## config.mk

```make
export PLATFORM = sky130hd
export DESIGN_NAME = srb_mp
export DESIGN_NICKNAME = d
export VERILOG_FILES = /design/src/rtl/srb_mp.sv
export SDC_FILE = /design/constraint.sdc
export NUM_CORES = 1
export LEC_CHECK = 0
export ABC_CLOCK_PERIOD_IN_PS = 7800
export BUFFER_PORTS_ARGS = -buffer_cell sky130_fd_sc_hd__buf_2
export CAP_MARGIN = 15
export CELL_PAD_IN_SITES_DETAIL_PLACEMENT = 1
export CELL_PAD_IN_SITES_GLOBAL_PLACEMENT = 1
export CORE_MARGIN = 2
export CORE_UTILIZATION = 50
export CTS_BUF_LIST = sky130_fd_sc_hd__clkbuf_4
export DETAILED_ROUTE_END_ITERATION = 10
export GPL_TIMING_DRIVEN = 0
export HOLD_SLACK_MARGIN = 0.05
export PLACE_DENSITY = 0.8
export SLEW_MARGIN = 40
export SYNTH_ARGS = -nofsm -noshare
export SYNTH_HDL_FRONTEND = slang
export SYNTH_SLANG_ARGS = --single-unit
```

## constraint.sdc

```tcl
create_clock -name clk -period 7.8 [get_ports clk]
set_input_delay 1.56 -clock clk [delete_from_list [all_inputs] [get_ports clk]]
set_output_delay 1.56 -clock clk [all_outputs]
set_load 0.03 [all_outputs]
```

## src/rtl/srb_mp.sv

```systemverilog
`default_nettype none
// ============================================================================
// Module      : srb_mp
// Description : Multi-port sparse read buffer. Entries are written in order into
//               a circular buffer and released out of order by slot index. The
//               optional synchronous flush port is enabled by SRB_FLUSH_EN.
// Revision    : 1.0 - initial release
// ============================================================================
module srb_mp #(
    parameter  int DATA_WIDTH = 32,
    parameter  int SRB_DEPTH  = 8,
    parameter  int RD_PORTS   = 2,
    localparam int IW         = $clog2(SRB_DEPTH)
) (
    input  logic                         clk,
    input  logic                         rst_n,
`ifdef SRB_FLUSH_EN
    input  logic                         flush,
`endif
    input  logic                         w_req_valid,
    output logic                         w_req_ready,
    input  logic [DATA_WIDTH-1:0]        w_req_data,
    output logic [IW-1:0]                w_req_idx,
    input  logic [RD_PORTS-1:0]          r_req_valid,
    input  logic [RD_PORTS*IW-1:0]       r_req_idx,
    output logic [RD_PORTS-1:0]          r_req_ready,
    output logic [RD_PORTS-1:0]          r_rsp_valid,
    output logic [RD_PORTS*DATA_WIDTH-1:0] r_rsp_data,
    input  logic [RD_PORTS-1:0]          r_rsp_ready,
    output logic [SRB_DEPTH-1:0]         entry_valid,
    output logic [IW-1:0]                bottom_id,
    output logic [IW:0]                  used
);

    localparam logic [IW:0] c_FULL = (IW+1)'(SRB_DEPTH);

    logic [IW:0]            r_w_ptr;
    logic [IW:0]            r_btm_ptr;
    logic [SRB_DEPTH-1:0]   r_entry_valid;
    logic [DATA_WIDTH-1:0]  r_entry [SRB_DEPTH];

    logic                   w_flush;
    logic [IW:0]            w_used;
    logic                   w_fire;
    logic [IW:0]            w_w_ptr_nxt;
    logic [SRB_DEPTH-1:0]   w_wr_mask;
    logic [SRB_DEPTH-1:0]   w_release;
    logic [SRB_DEPTH-1:0]   w_entry_valid_nxt;
    logic [IW:0]            w_btm_ptr_nxt;
    logic [IW:0]            w_dist;
    logic [IW:0]            w_cand;
    logic                   w_found;
    logic                   w_lost;
    logic [IW-1:0]          w_ridx [RD_PORTS];

`ifdef SRB_FLUSH_EN
    assign w_flush = flush;
`else
    assign w_flush = 1'b0;
`endif

    assign w_used      = r_w_ptr - r_btm_ptr;
    assign w_req_ready = (w_used != c_FULL) & ~w_flush;
    assign w_fire      = w_req_valid & w_req_ready;
    assign w_w_ptr_nxt = r_w_ptr + {{IW{1'b0}}, w_fire};
    assign w_wr_mask   = w_fire ? ({{(SRB_DEPTH-1){1'b0}}, 1'b1} << r_w_ptr[IW-1:0])
                                : '0;

    assign w_req_idx   = r_w_ptr[IW-1:0];
    assign bottom_id   = r_btm_ptr[IW-1:0];
    assign used        = w_used;
    assign entry_valid = r_entry_valid;
    assign r_req_ready = r_rsp_ready;

    generate
        for (genvar gp = 0; gp < RD_PORTS; gp++) begin : g_ridx
            assign w_ridx[gp] = r_req_idx[gp*IW +: IW];
        end
    endgenerate

    // Lowest-numbered port wins a slot; losers see no response this cycle.
    always_comb begin
        w_lost      = 1'b0;
        w_release   = '0;
        r_rsp_valid = '0;
        r_rsp_data  = '0;
        for (int p = 0; p < RD_PORTS; p++) begin
            w_lost = 1'b0;
            for (int q = 0; q < p; q++) begin
                if (r_req_valid[q] && (w_ridx[q] == w_ridx[p])) begin
                    w_lost = 1'b1;
                end
            end
            r_rsp_valid[p] = r_req_valid[p] & r_entry_valid[w_ridx[p]] & ~w_lost & ~w_flush;
            r_rsp_data[p*DATA_WIDTH +: DATA_WIDTH] = r_entry[w_ridx[p]];
            if (r_rsp_valid[p] && r_rsp_ready[p]) begin
                w_release[w_ridx[p]] = 1'b1;
            end
        end
    end

    assign w_entry_valid_nxt = (r_entry_valid & ~w_release) | w_wr_mask;

    // Bottom is the first live slot from the old bottom toward the new write
    // pointer; the scan runs on the wide pointer so the wrap bit stays right.
    always_comb begin
        w_dist        = w_w_ptr_nxt - r_btm_ptr;
        w_btm_ptr_nxt = w_w_ptr_nxt;
        w_found       = 1'b0;
        w_cand        = '0;
        for (int k = 0; k < SRB_DEPTH; k++) begin
            w_cand = r_btm_ptr + (IW+1)'(k);
            if (!w_found && ((IW+1)'(k) < w_dist) && w_entry_valid_nxt[w_cand[IW-1:0]]) begin
                w_btm_ptr_nxt = w_cand;
                w_found       = 1'b1;
            end
        end
    end

    always_ff @(posedge clk or negedge rst_n) begin
        if (!rst_n) begin
            r_w_ptr       <= '0;
            r_btm_ptr     <= '0;
            r_entry_valid <= '0;
            for (int i = 0; i < SRB_DEPTH; i++) begin
                r_entry[i] <= '0;
            end
        end else if (w_flush) begin
            r_w_ptr       <= '0;
            r_btm_ptr     <= '0;
            r_entry_valid <= '0;
        end else begin
            r_w_ptr       <= w_w_ptr_nxt;
            r_btm_ptr     <= w_btm_ptr_nxt;
            r_entry_valid <= w_entry_valid_nxt;
            if (w_fire) begin
                r_entry[r_w_ptr[IW-1:0]] <= w_req_data;
            end
        end
    end

endmodule
`default_nettype wire

```

==> metrics.log <==
INFO  metric netlist-cell-type-count = 65
INFO  metric ys_dominant_reg_cell = sky130_fd_sc_hd__dfrtp_1
INFO  metric timing.hold.ws = 538 ps
INFO  metric status = complete, no violations
INFO  metric drtPass1Iterations = 6
INFO  metric grt_max_degree = 73
INFO  metric via_density_per_instance = 6.88
INFO  metric critPathRequiredTime = 8400 ps
INFO  metric die_x = 175 um
INFO  metric min_path_type = flop to flop
INFO  metric count_of_vias_placed_by_the_detailed_router = 13.1k
INFO  metric post_cts_hold_buffer_count = 0
INFO  metric dieHeight = 175 um
INFO  metric setup_tns = 0 ps
INFO  metric synth-seq-area-share = 46.6%
INFO  metric timing.critical_path.fanout_max = 10
INFO  metric slew_headroom = 37.5%
INFO  metric mostFrequentLayoutCells = 272 x sky130_fd_sc_hd__dfrtp_1, 260 x sky130_fd_sc_hd__a22oi_1, 258 x sky130_fd_sc_hd__mux2_2
INFO  metric dp.cells = 1,758
INFO  metric synth_top_cells_by_area = sky130_fd_sc_hd__dfrtp_1 47%, sky130_fd_sc_hd__mux2_2 20%, sky130_fd_sc_hd__a22oi_1 13%, sky130_fd_sc_hd__nand4_1 2.9%, sky130_fd_sc_hd__clkbuf_1 2.2%
INFO  metric global_route_wire_length_before_repair = 83,500 um
INFO  metric start_kind = flop
INFO  metric leakage = 7.22 nW
INFO  metric synthesis.yosys.warnings = 0
INFO  metric drc_errors = 0
INFO  metric number_of_nets_in_the_synthesized_netlist = 1,300
INFO  metric final_common_cell = sky130_fd_sc_hd__dfrtp_1
INFO  metric hold_depth = 1
INFO  metric dp_hpwl = 36,700 um
INFO  metric share_seq_of_total_power = 33.5%
INFO  metric final_cell_area = 0.0170 mm2
INFO  metric remaining_number_of_nets_flagged_by_the_antenna_check_after_routing = 0
INFO  metric nNetsFinal = 1,523
INFO  metric finalCriticalPeriod = 7070 ps
INFO  metric post-route-util = 59.2%
INFO  metric timing.final.ws_setup = 731 ps
INFO  metric track_usage = 36.2%
INFO  metric yosys_register_bits = 272
INFO  metric comb_power_share = 50.0%
INFO  metric post_route_cells_drive_above_1_share = 39.3%
INFO  metric post_synth.cell_area_avg = 11.8 um2
INFO  metric worst_setup_path_startpoint = r_btm_ptr[1]$_DFFE_PN0P_
INFO  metric syn-instance-count = 1,238
INFO  metric power.density = 488 mW/mm2
INFO  metric cp_data_arrival_time = 7670 ps
INFO  metric design.die.area = 0.0306 mm2
INFO  metric placeableCoreArea = 0.0288 mm2
INFO  metric initial_core_util = 50.8%
INFO  metric wl_per_cell = 29.1 um
INFO  metric tritoncts_clock_tree = yes
INFO  metric unrepaired_setup_endpoints_after_global_routing = no
INFO  metric r2r-start = r_btm_ptr[1]$_DFFE_PN0P_
INFO  metric core.rowCount = 62
INFO  metric ff2ff_setup_slack = 730 ps
INFO  metric detailedRoute.firstIterationViolations = 1,619
INFO  metric dpl-instance-area = 0.0159 mm2
INFO  metric final_hold_vio_count = 0
INFO  metric criticalPathCategory = flop to flop
INFO  metric max_cap_viol_count = 0
INFO  metric worst_ir_drop_vdd = 0.000237 V
INFO  metric grt_overflow = 0
INFO  metric report.final.setup_viol = 0
INFO  metric setup.worst_path.end_class = flop
INFO  metric number_of_buffer_cells_added_on_primary_ports = 127
INFO  metric globalplace.congestion = 0.889
INFO  metric flow.area_growth_from_synthesis = 16.5%
INFO  metric worst_setup_hold_path_clk_slew = 60 ps
INFO  metric stdcell_count = 1,905
INFO  metric max_freq = 0.141 GHz
INFO  metric synth-edff-count = 0
INFO  metric vias_in_the_first_global_route = 13.7k
INFO  metric power_switching_share = 44.2%
INFO  metric timing.critical_path.to = r_btm_ptr[2]$_DFFE_PN0P_
INFO  metric power_frac_clock = 16.5%
INFO  metric tritoncts.num_buffers = 77
INFO  metric h-tree-depth = 3
INFO  metric cts.root.buffer_cell = sky130_fd_sc_hd__clkbuf_4
INFO  metric timing.final.max_slew_violations = 0
INFO  metric clkLatencyLatePin = 730 ps
INFO  metric tcrit_tclk_final = 90.6%
INFO  metric intPower = 4.64 mW
INFO  metric ios = 132
INFO  metric p_switching = 3.68 mW
INFO  metric post_detailed_routing_wire_length = 55,500 um
INFO  metric reg2reg_depth = 25
INFO  metric worstMarginPinSlew = 938 ps
INFO  metric asyncSetResetFlopFracSynth = 100%
INFO  metric netlist.top_cell.by_area = sky130_fd_sc_hd__dfrtp_1
INFO  metric max_clock_buf_depth = 3
INFO  metric mappedNetlistArea = 0.0146 mm2
INFO  metric power.total = 8.32 mW
INFO  metric layout.filler_cells = 3,057
INFO  metric pre_cts_slack = 205 ps
INFO  metric grt_antenna_before_repair = 6
INFO  metric endpoint_of_the_worst_slack_reg_to_reg_timing_path = r_btm_ptr[2]$_DFFE_PN0P_
INFO  metric synthDominantCellAreaShare = 46.6%
INFO  metric finClkSkew = 34.1 ps
INFO  metric clkSinkCount = 272
Yosys cell counts, types with 3 or more instances:
cell,n
sky130_fd_sc_hd__a211oi_1,4
sky130_fd_sc_hd__a21oi_1,13
sky130_fd_sc_hd__a22oi_1,260
sky130_fd_sc_hd__a31oi_1,3
sky130_fd_sc_hd__and2_1,10
sky130_fd_sc_hd__and3_1,3
sky130_fd_sc_hd__buf_1,15
sky130_fd_sc_hd__buf_2,3
sky130_fd_sc_hd__buf_4,9
sky130_fd_sc_hd__clkbuf_1,84
sky130_fd_sc_hd__dfrtp_1,272
sky130_fd_sc_hd__ha_1,15
sky130_fd_sc_hd__inv_1,16
sky130_fd_sc_hd__mux2_2,258
sky130_fd_sc_hd__mux2i_1,16
sky130_fd_sc_hd__mux4_2,11
sky130_fd_sc_hd__nand2_1,25
sky130_fd_sc_hd__nand2b_1,7
sky130_fd_sc_hd__nand3_1,13
sky130_fd_sc_hd__nand4_1,68
sky130_fd_sc_hd__nor2_1,21
sky130_fd_sc_hd__nor2b_1,8
sky130_fd_sc_hd__nor3_1,9
sky130_fd_sc_hd__nor3b_1,4
sky130_fd_sc_hd__nor4b_1,3
sky130_fd_sc_hd__o211ai_1,4
sky130_fd_sc_hd__o21ai_0,8
sky130_fd_sc_hd__o221a_2,4
sky130_fd_sc_hd__o221ai_1,5
sky130_fd_sc_hd__or2_2,6
sky130_fd_sc_hd__or3_1,4
sky130_fd_sc_hd__or4_1,3
sky130_fd_sc_hd__xnor2_1,9
sky130_fd_sc_hd__xor2_1,5
power groups by stage:
| stage | sequential (mW) | clock (mW) | combinational, mW |
|---|---|---|---|
| 2_1_floorplan | 2.60 | 0 | 2.96 |
| 3_3_place_gp | 2.70 | 0 | 3.86 |
| 3_5_place_dp | 2.77 | 0 | 4.03 |
| 4_1_cts | 2.75 | 1.39 | 4.05 |
| 5_1_grt | 2.86 | 1.46 | 4.45 |
| 6_report | 2.79 | 1.37 | 4.16 |
flip-flops by register name, summed over array words and instances (netlist names):
register,cells
r_entry,256
r_w_ptr,4
r_btm_ptr,4
entry_valid,8
how the worst min path moves through the flow:
stage | startpoint | to | slack [ps]
6_report | r_entry[68]$_DFFE_PN0P_ | r_entry[68]$_DFFE_PN0P_ | 540
5_1_grt | r_entry[156]$_DFFE_PN0P_ | r_entry[156]$_DFFE_PN0P_ | 550
4_1_cts | r_entry[22]$_DFFE_PN0P_ | r_entry[22]$_DFFE_PN0P_ | 540
3_5_place_dp | r_entry[172]$_DFFE_PN0P_ | r_entry[172]$_DFFE_PN0P_ | 520
3_3_place_gp | r_entry[228]$_DFFE_PN0P_ | r_entry[228]$_DFFE_PN0P_ | 510
2_1_floorplan | r_entry[160]$_DFFE_PN0P_ | r_entry[160]$_DFFE_PN0P_ | 500
cell families after synthesis:
group,after synthesis,share of synthesized area [%]
compound gates,324,16.6
xor+xnor,16,1.15
fa+ha+maj,17,1.56
buf+inv,130,3.65
flops,272,46.6
mux,288,23.0
simple gates,191,7.45
per-layer routing:
layer  vias up  GRT usage (%)  wire (um)
met5         -              0         10
met4         2           17.9       2660
met3       217           8.29       5460
met2       870           57.4      25500
met1      6690           46.8      21900
li1       5334              -          -
timing repair:
| action | 4_1_cts | 5_1_grt |
|---|---|---|
| setup buffers | 0 | 6 |
| resized for setup | 0 | 1 |
| setup endpoints to repair | 0 | 4 |
area by class of cell:
class | count | area (um2) | area share (%)
antenna | 5 | 12.5 | 0.0734
buffer | 113 | 508 | 2.98
clock buffer | 110 | 826 | 4.85
clock inverter | 24 | 168 | 0.984
inverter | 17 | 67.6 | 0.397
multi-input combinational | 836 | 7300 | 42.9
sequential | 272 | 6810 | 40.0
tap | 384 | 480 | 2.82
timing repair buffer | 144 | 866 | 5.08
critical path, stage by stage (launching register included):
cell                         delay [ps]
sky130_fd_sc_hd__dfrtp_1            420
sky130_fd_sc_hd__clkbuf_1           440
sky130_fd_sc_hd__clkinvlp_4         170
sky130_fd_sc_hd__buf_4              190
sky130_fd_sc_hd__ha_1               260
sky130_fd_sc_hd__nor2b_1            130
sky130_fd_sc_hd__o21a_1             180
sky130_fd_sc_hd__or3_1              370
sky130_fd_sc_hd__and3_1             190
sky130_fd_sc_hd__clkbuf_1           220
sky130_fd_sc_hd__inv_1              240
sky130_fd_sc_hd__buf_1              400
sky130_fd_sc_hd__and2_1             210
sky130_fd_sc_hd__ha_1               180
sky130_fd_sc_hd__ha_1               320
sky130_fd_sc_hd__ha_1               310
sky130_fd_sc_hd__a21o_1             170
sky130_fd_sc_hd__a21oi_1            220
sky130_fd_sc_hd__xnor3_1            320
sky130_fd_sc_hd__or3_1              470
sky130_fd_sc_hd__a22oi_1            350
sky130_fd_sc_hd__or3b_1             380
sky130_fd_sc_hd__clkbuf_2           170
sky130_fd_sc_hd__o211a_1            130
sky130_fd_sc_hd__nor4b_1            340
sky130_fd_sc_hd__o21ai_1            130
Note: power is estimated with default switching activity, not from simulation.
